$ cat config.mk
export PLATFORM = sky130hd
export DESIGN_NAME = uart_rx_pkt_ctrl
export DESIGN_NICKNAME = d
export VERILOG_FILES = /design/src/rtl/uart_rx_pkt_ctrl.sv
export SDC_FILE = /design/constraint.sdc
export NUM_CORES = 1
export LEC_CHECK = 0
export CORE_ASPECT_RATIO = 1.4
export CORE_MARGIN = 2
export CORE_UTILIZATION = 52
export CTS_CLUSTER_DIAMETER = 80
export DETAILED_ROUTE_END_ITERATION = 16
export HOLD_SLACK_MARGIN = 0.12
export PLACE_DENSITY = 0.79
export SETUP_SLACK_MARGIN = 0.2
export SYNTH_ARGS = -nofsm -noshare
export SYNTH_HDL_FRONTEND = slang
export SYNTH_SLANG_ARGS = --single-unit
$ cat constraint.sdc
create_clock -name sys_clk -period 2.7 [get_ports sys_clk]
set_input_delay 0.54 -clock sys_clk [delete_from_list [all_inputs] [get_ports sys_clk]]
set_output_delay 0.54 -clock sys_clk [all_outputs]
set_load 0.03 [all_outputs]
$ cat src/rtl/uart_rx_pkt_ctrl.sv
// Packet controller behind the UART Rx FIFO: sync hunt, LEN parse, payload forwarding, status.
// Define UART_RX_PKT_CSUM_EN to add a trailing checksum byte (LEN XOR payload).
module uart_rx_pkt_ctrl #(
    parameter int unsigned             FRAME_WIDTH    = 8,
    parameter logic [FRAME_WIDTH-1:0]  SYNC_BYTE      = FRAME_WIDTH'(8'hA5),
    parameter int unsigned             MAX_LEN        = 64,
    parameter int unsigned             TIMEOUT_CYCLES = 200000
) (
    input  logic                   sys_clk,
    input  logic                   reset,
    input  logic                   fifo_empty,
    input  logic [FRAME_WIDTH+1:0] fifo_dout,
    output logic                   fifo_rd_en,
    output logic [FRAME_WIDTH-1:0] pl_data,
    output logic                   pl_valid,
    input  logic                   pl_ready,
    output logic                   pl_first,
    output logic                   pl_last,
    output logic                   pkt_done,
    output logic [2:0]             pkt_status,
    output logic                   busy
);

    localparam int unsigned TMO_W = (TIMEOUT_CYCLES > 2) ? $clog2(TIMEOUT_CYCLES) : 1;
    localparam logic [TMO_W-1:0]       TMO_LAST  = TMO_W'(TIMEOUT_CYCLES - 1);
    localparam logic [FRAME_WIDTH-1:0] MAX_LEN_B = FRAME_WIDTH'(MAX_LEN);
    localparam logic [FRAME_WIDTH-1:0] ONE_B     = FRAME_WIDTH'(1);

    localparam logic [2:0] ST_OK   = 3'd0;
    localparam logic [2:0] ST_LINE = 3'd1;
    localparam logic [2:0] ST_LEN  = 3'd2;
`ifdef UART_RX_PKT_CSUM_EN
    localparam logic [2:0] ST_CSUM = 3'd3;
`endif
    localparam logic [2:0] ST_TMO  = 3'd4;

`ifdef UART_RX_PKT_CSUM_EN
    typedef enum logic [1:0] {S_IDLE, S_LEN, S_PAYLOAD, S_CSUM} state_t;
`else
    typedef enum logic [1:0] {S_IDLE, S_LEN, S_PAYLOAD} state_t;
`endif

    state_t                 state_q, state_d;
    logic [FRAME_WIDTH-1:0] cnt_q, cnt_d;
    logic                   first_q, first_d;
    logic [TMO_W-1:0]       tmo_q, tmo_d;
    logic                   done_q, done_d;
    logic [2:0]             status_q, status_d;
`ifdef UART_RX_PKT_CSUM_EN
    logic [FRAME_WIDTH-1:0] acc_q, acc_d;
`endif

    logic [FRAME_WIDTH-1:0] head_data;
    logic                   head_err;

    assign head_data = fifo_dout[FRAME_WIDTH-1:0];
    assign head_err  = |fifo_dout[FRAME_WIDTH+1:FRAME_WIDTH];

    // Handshake outputs are forced low while reset is held so the FIFO is not drained.
    always_comb begin
        fifo_rd_en = 1'b0;
        pl_valid   = 1'b0;
        pl_data    = '0;
        pl_first   = 1'b0;
        pl_last    = 1'b0;
        if (reset) begin
            fifo_rd_en = !fifo_empty && ((state_q != S_PAYLOAD) || pl_ready);
            pl_valid   = (state_q == S_PAYLOAD) && !fifo_empty && !head_err;
            pl_data    = head_data;
            pl_first   = pl_valid && first_q;
            pl_last    = pl_valid && (cnt_q == ONE_B);
        end
    end

    assign pkt_done   = done_q;
    assign pkt_status = status_q;
    assign busy       = reset && (state_q != S_IDLE);

    always_comb begin
        state_d  = state_q;
        cnt_d    = cnt_q;
        first_d  = first_q;
        tmo_d    = tmo_q;
        done_d   = 1'b0;
        status_d = '0;
`ifdef UART_RX_PKT_CSUM_EN
        acc_d    = acc_q;
`endif
        if (state_q != S_IDLE) begin
            tmo_d = tmo_q + 1'b1;
        end

        if (fifo_rd_en) begin
            tmo_d = '0;
            if (head_err && (state_q != S_IDLE)) begin
                done_d   = 1'b1;
                status_d = ST_LINE;
                state_d  = S_IDLE;
            end else begin
                case (state_q)
                    S_IDLE: begin
                        if (!head_err && (head_data == SYNC_BYTE)) begin
                            state_d = S_LEN;
                        end
                    end
                    S_LEN: begin
                        if ((head_data == '0) || (head_data > MAX_LEN_B)) begin
                            done_d   = 1'b1;
                            status_d = ST_LEN;
                            state_d  = S_IDLE;
                        end else begin
                            cnt_d   = head_data;
                            first_d = 1'b1;
`ifdef UART_RX_PKT_CSUM_EN
                            acc_d   = head_data;
`endif
                            state_d = S_PAYLOAD;
                        end
                    end
                    S_PAYLOAD: begin
                        cnt_d   = cnt_q - 1'b1;
                        first_d = 1'b0;
`ifdef UART_RX_PKT_CSUM_EN
                        acc_d   = acc_q ^ head_data;
                        if (cnt_q == ONE_B) begin
                            state_d = S_CSUM;
                        end
`else
                        if (cnt_q == ONE_B) begin
                            done_d   = 1'b1;
                            status_d = ST_OK;
                            state_d  = S_IDLE;
                        end
`endif
                    end
`ifdef UART_RX_PKT_CSUM_EN
                    S_CSUM: begin
                        done_d   = 1'b1;
                        status_d = (head_data == acc_q) ? ST_OK : ST_CSUM;
                        state_d  = S_IDLE;
                    end
`endif
                    default: state_d = S_IDLE;
                endcase
            end
        end else if ((state_q != S_IDLE) && (tmo_q == TMO_LAST)) begin
            // A consume in the expiry cycle takes the branch above and restarts the count.
            done_d   = 1'b1;
            status_d = ST_TMO;
            state_d  = S_IDLE;
            tmo_d    = '0;
        end
    end

    always_ff @(posedge sys_clk) begin
        if (!reset) begin
            state_q  <= S_IDLE;
            cnt_q    <= '0;
            first_q  <= 1'b0;
            tmo_q    <= '0;
            done_q   <= 1'b0;
            status_q <= '0;
`ifdef UART_RX_PKT_CSUM_EN
            acc_q    <= '0;
`endif
        end else begin
            state_q  <= state_d;
            cnt_q    <= cnt_d;
            first_q  <= first_d;
            tmo_q    <= tmo_d;
            done_q   <= done_d;
            status_q <= status_d;
`ifdef UART_RX_PKT_CSUM_EN
            acc_q    <= acc_d;
`endif
        end
    end

endmodule

Word-level counts from Yosys, hierarchy flattened
Index checks and enable logic that the tools add are counted.
{"block": "totals", "ff_bits": 33, "inputBits": 14, "output_inout_bits": 17, "wordCells": 69}
{"block": "classes", "addsub": 2, "n_lt_le_gt_ge": 1, "eq_ne": 9, "muxes": 27, "bitwise_logic": 2, "reduce_logical": 22}
{"operator": "$add A18 B1 Y18 const B", "n": 1}
{"operator": "$eq A18 B18 Y1 const B", "n": 1}
{"operator": "$mux W2", "n": 9}
{"operator": "$mux W8", "n": 2}
{"operator": "$pmux W8 S2", "n": 1}
{"operator": "$mux W1", "n": 10}
{"operator": "$logic_and A1 B1 Y1", "n": 9}
{"operator": "$eq A8 B1 Y1 const B", "n": 1}
{"operator": "$eq A8 B8 Y1 const B", "n": 1}
{"operator": "$gt A8 B7 Y1 const B", "n": 1}
{"operator": "$logic_not A8 Y1", "n": 1}
{"operator": "$sub A8 B1 Y8 const B", "n": 1}
{"operator": "$mux W3", "n": 2}
{"operator": "$pmux W2 S3", "n": 1}
{"operator": "$reduce_bool A2 Y1", "n": 3}
{"operator": "$ne A2 B2 Y1 const B", "n": 2}
{"operator": "$ne A4 B2 Y1 const B", "n": 1}
{"operator": "$ne A4 B4 Y1 const B", "n": 1}
{"operator": "$pmux W1 S2", "n": 2}
{"operator": "$reduce_and A4 Y1", "n": 1}
{"operator": "$reduce_and A3 Y1", "n": 1}
{"operator": "$reduce_or A3 Y1", "n": 1}
{"operator": "$eq A2 B1 Y1 const B", "n": 1}
{"operator": "$eq A2 B2 Y1 const B", "n": 1}
{"operator": "other kinds (5)", "n": 8}

Depth between registers and ports, before layout
{"block": "logic_depth", "ltp_word": 7, "depth_mapped": 8, "depth_no_buf": 7}

Worst setup path before layout
Ideal clock, no wire load.
{"block": "synth_timing", "path_kind": "input -> register", "from": "input port fifo_dout[4]", "to": "register done_q, in the netlist pkt_done", "setup_ns": 0.122, "t_arrival_ns": 2.093, "t_required_ns": 2.578, "path_slack_ns": 0.485, "path_stages": 5, "n_path_buf": 0, "cell_sequence": "or3_4 or4_4 and3_4 a21o_1 a311o_1"}
{"block": "synth_via", "elab_chain_len": 6, "word_cells_on_any_way": 7, "classes_between": "1 x order compare; 4 x mux; 2 x reduce/logical"}
{"item": "start: declaration", "line_no": "12", "source": "input logic [FRAME_WIDTH+1:0] fifo_dout,"}
{"item": "$gt A8 B7 Y1 / $logic_not A8 Y1 (equally long branches)", "line_no": "107", "source": "if ((head_data == '0) || (head_data > MAX_LEN_B)) begin"}
{"item": "$logic_or A1 B1 Y1 (*)", "line_no": "107"}
{"item": "$mux W1 (*)", "line_no": "107"}
{"item": "$pmux W1 S2 (*)", "line_no": "100", "source": "case (state_q)"}
{"item": "$mux W1 (*)", "line_no": "95", "source": "if (head_err && (state_q != S_IDLE)) begin"}
{"item": "$mux W1 (*)", "line_no": "93", "source": "if (fifo_rd_en) begin"}
{"item": "end signal: assignment", "line_no": "171", "source": "done_q <= done_d;"}
{"item": "end: declaration", "line_no": "47", "source": "logic done_q, done_d;"}
Mark *: on every way between the ends. The rest lies on a longest branch, timed or not.
A chain may end at the register's enable or synchronous reset.

Worst setup path after layout
{"block": "layout_timing", "from": "input port fifo_dout[4]", "to": "register cnt_q[7]"}
{"block": "layout_via", "elab_chain_len": 4, "word_cells_on_any_way": 5, "classes_between": "1 x order compare; 1 x eq/ne; 3 x reduce/logical"}
{"item": "$gt A8 B7 Y1 / $logic_not A8 Y1 (equally long branches)", "line_no": "107"}
{"item": "$logic_or A1 B1 Y1 (*)", "line_no": "107"}
{"item": "$ne A2 B2 Y1 (no source line) (*)"}
{"item": "$reduce_and A4 Y1 (no source line) (*)"}
{"item": "end signal: assignment", "line_no": "168", "source": "cnt_q <= cnt_d;"}
{"item": "end: declaration", "line_no": "44", "source": "logic [FRAME_WIDTH-1:0] cnt_q, cnt_d;"}
Marked as above.

==> flow_summary.toml <==
[final_layout]
final_layout_size_suffix_gt1_frac = 0.174
area_growth_pct = 29.5
antenna_cells = 0
nNetsFinal = 290
layout.cells.non_filler = 310
nFillCells = 275

[yosys]
synth_ff_type = "dfxtp_1"
synth-edff-count = 0
yosysMostFrequentCell = "dfxtp_1"
synthTopCellsByArea = "dfxtp_1 (36%), nor2_1 (5.7%), nand2_1 (5.3%)"
synth_top_area_cell = "dfxtp_1"
yosys.area.top_type_share = 0.360
ys_seq_elements = 33
synth_xor_area_frac = 0.0812
yosys.area_share.simple = 0.324
synth_mux_area_frac = 0.0171
synth.yosys.warnings = 0
synth-compound-area-share = 0.132
synthDistinctLibCells = 45
synth_nets = 242
netlist_area_um2 = 1830
synthCells = 221
async_flop_share = 0
synth_fa_ha_area_frac = 0.0478
synth_top_family_by_area = "simple AND/OR/NAND/NOR gates"
synth_top_cells_by_count = "dfxtp_1 (33), nor2_1 (28), nand2_1 (26)"
ys_seq_area_frac = 0.360
avgSynthCellArea_um2 = 8.29

[sta]
finalSetupViolCount = 0
post-route-period-util = 0.891
rsz0062_at_grt = "yes"
fin_crit_ps = 2400
worst_slack_ps = 295
fmax_mhz = 416
setup_tns_ps = 0
hold_violations = 0
max-slew-margin-rel = 0.667
fin_worst_skew_ps = 2.75
drv_slew = 0
worstMarginPinSlew_ps = 498

[clock_tree]
cts_resized = 0
cts.sinks = 33
cts_buffers = 5
clock-root-buffer = "clkbuf_8"
ctsHoldBuffers = 0
post_cts.repair.setup_buffers = 0
insertion_delay_ps = 290
cts_tree = "done"
clk_pin_slew_ps = 70
clockBufferDepth = 2
htree_levels = 2

[route]
dr.first_iter.drc_count = 39
avgRoutedWirePerCell_um = 13.5
dr_total_vias = 1709
dr.pass1.iters = 4
ant_nets = 0
drc = 0
viasPerCell = 5.51
wl_mm = 4.17

[placement]
gp_congestion = 0.826
preCtsSetupSlack_ps = -30.6
dp_hpwl_mm = 3.13
dp_cells = 302
port_buffers = 30

[floorplanning]
die_w_um = 54.2
rows = 25
start_util = 0.543
pin_count = 31
coreArea_um2 = 3380
die_area_um2 = 4020
die_y_um = 74.3

[global_routing]
grt_pass1_wl_mm = 6.61
grt_usage = 0.230
overflow = 0
grt_pass1_vias = 1560
grt_max_degree = 23
antenna_found_initial = 0

[critical_path]
arrival_ps = 2590
cp_slowest_stage_delay_ps = 520
path_buf_inv = 1
crit_chain = "clkdlybuf4s50_1 > or3_4 > or4_4 > a31oi_4 > o21ai_0 > a32o_1"
start_kind = "input pin"
path_class = "in2reg"
crit_fanout = 9
crit_family = "simple AND/OR/NAND/NOR gates"
endpoint_kind = "flop"
cp.required_ps = 2890
slowest_stage = "or4_4"

[outcome]
outcome = "completed"

[power_and_ir_drop]
ir_drop_uv = 379
leakage_uw = 0.000937
power_uw = 1170
power_density_nw_per_um2 = 492

[run]
max_cap_violations = 0

[worst_hold_path]
hold_class = "reg2reg"
-- flip-flops by register name (all words and copies together), names as in the netlist --
signal	count
pkt_done	1
state_q	2
cnt_q	8
tmo_q	18
pkt_status	3
first_q	1
-- power by group --
part	switching, uW	total [uW]	internal [uW]	leakage (uW)
logic	92.6	176	82.9	0.000612
registers	8.65	506	497	0.000267
clock network	185	486	301	0.0000585
-- worst min-delay path, stage by stage (launching register included) --
cell     delay, ps
dfxtp_1        310
nand2_1         50
o21ai_0         60
-- per-layer routing --
layer	global-route usage	up-vias	part of all wire
met3	0.0622	8	0.036
met4	0.100	0	0.022
met2	0.435	36	0.55
met1	0.223	794	0.40
met5	0	-	0
li1	-	871	-
-- per-stage QoR --
stage | hold slack [ps] | instance area, um2 | util
after global placement | 458 | 2250 | 0.667
after detailed placement | 453 | 2250 | 0.667
after global routing | 494 | 2370 | 0.703
after CTS | 464 | 2370 | 0.702
after floorplan | 431 | 1830 | -
final | 462 | 2370 | 0.703
-- area by class of cell --
type,count,area (um2),share of cell area
Clock buffer,7,86.3,0.0364
Inverter,10,37.5,0.0158
Timing Repair Buffer,48,403,0.170
Sequential cell,33,661,0.278
Multi-Input combinational cell,171,1110,0.466
Tap cell,40,50.0,0.0211
Clock inverter,1,30.0,0.0127
-- placed cells by master, fill, tap and decap left out, types with 6 or more instances in the layout --
master / instances
and2_1: 10
buf_4: 31
clkbuf_8: 6
clkdlybuf4s50_1: 17
dfxtp_1: 33
ha_1: 7
inv_1: 10
nand2_1: 26
nand3_1: 8
nor2_1: 28
nor3_1: 7
o21ai_0: 9
xnor2_1: 8
xor2_1: 9
-- logic make-up (layout without fill, tap and decap cells) --
logic type / after synthesis / in the layout
flops: 33 / 33
simple gates: 113 / 113
xor+xnor: 17 / 17
compound gates: 31 / 31
mux: 3 / 3
buf+inv: 17 / 66
fa+ha+maj: 7 / 7
-- final timing paths --
check	slack, ps	cells after the start	end	start
max	300	6	cnt_q[7]	fifo_dout[4]
min	460	2	first_q	first_q
max reg2reg	540	7	cnt_q[7]	state_q[0]
min reg2reg	460	2	first_q	first_q
Power figures use the tool's default switching activity.
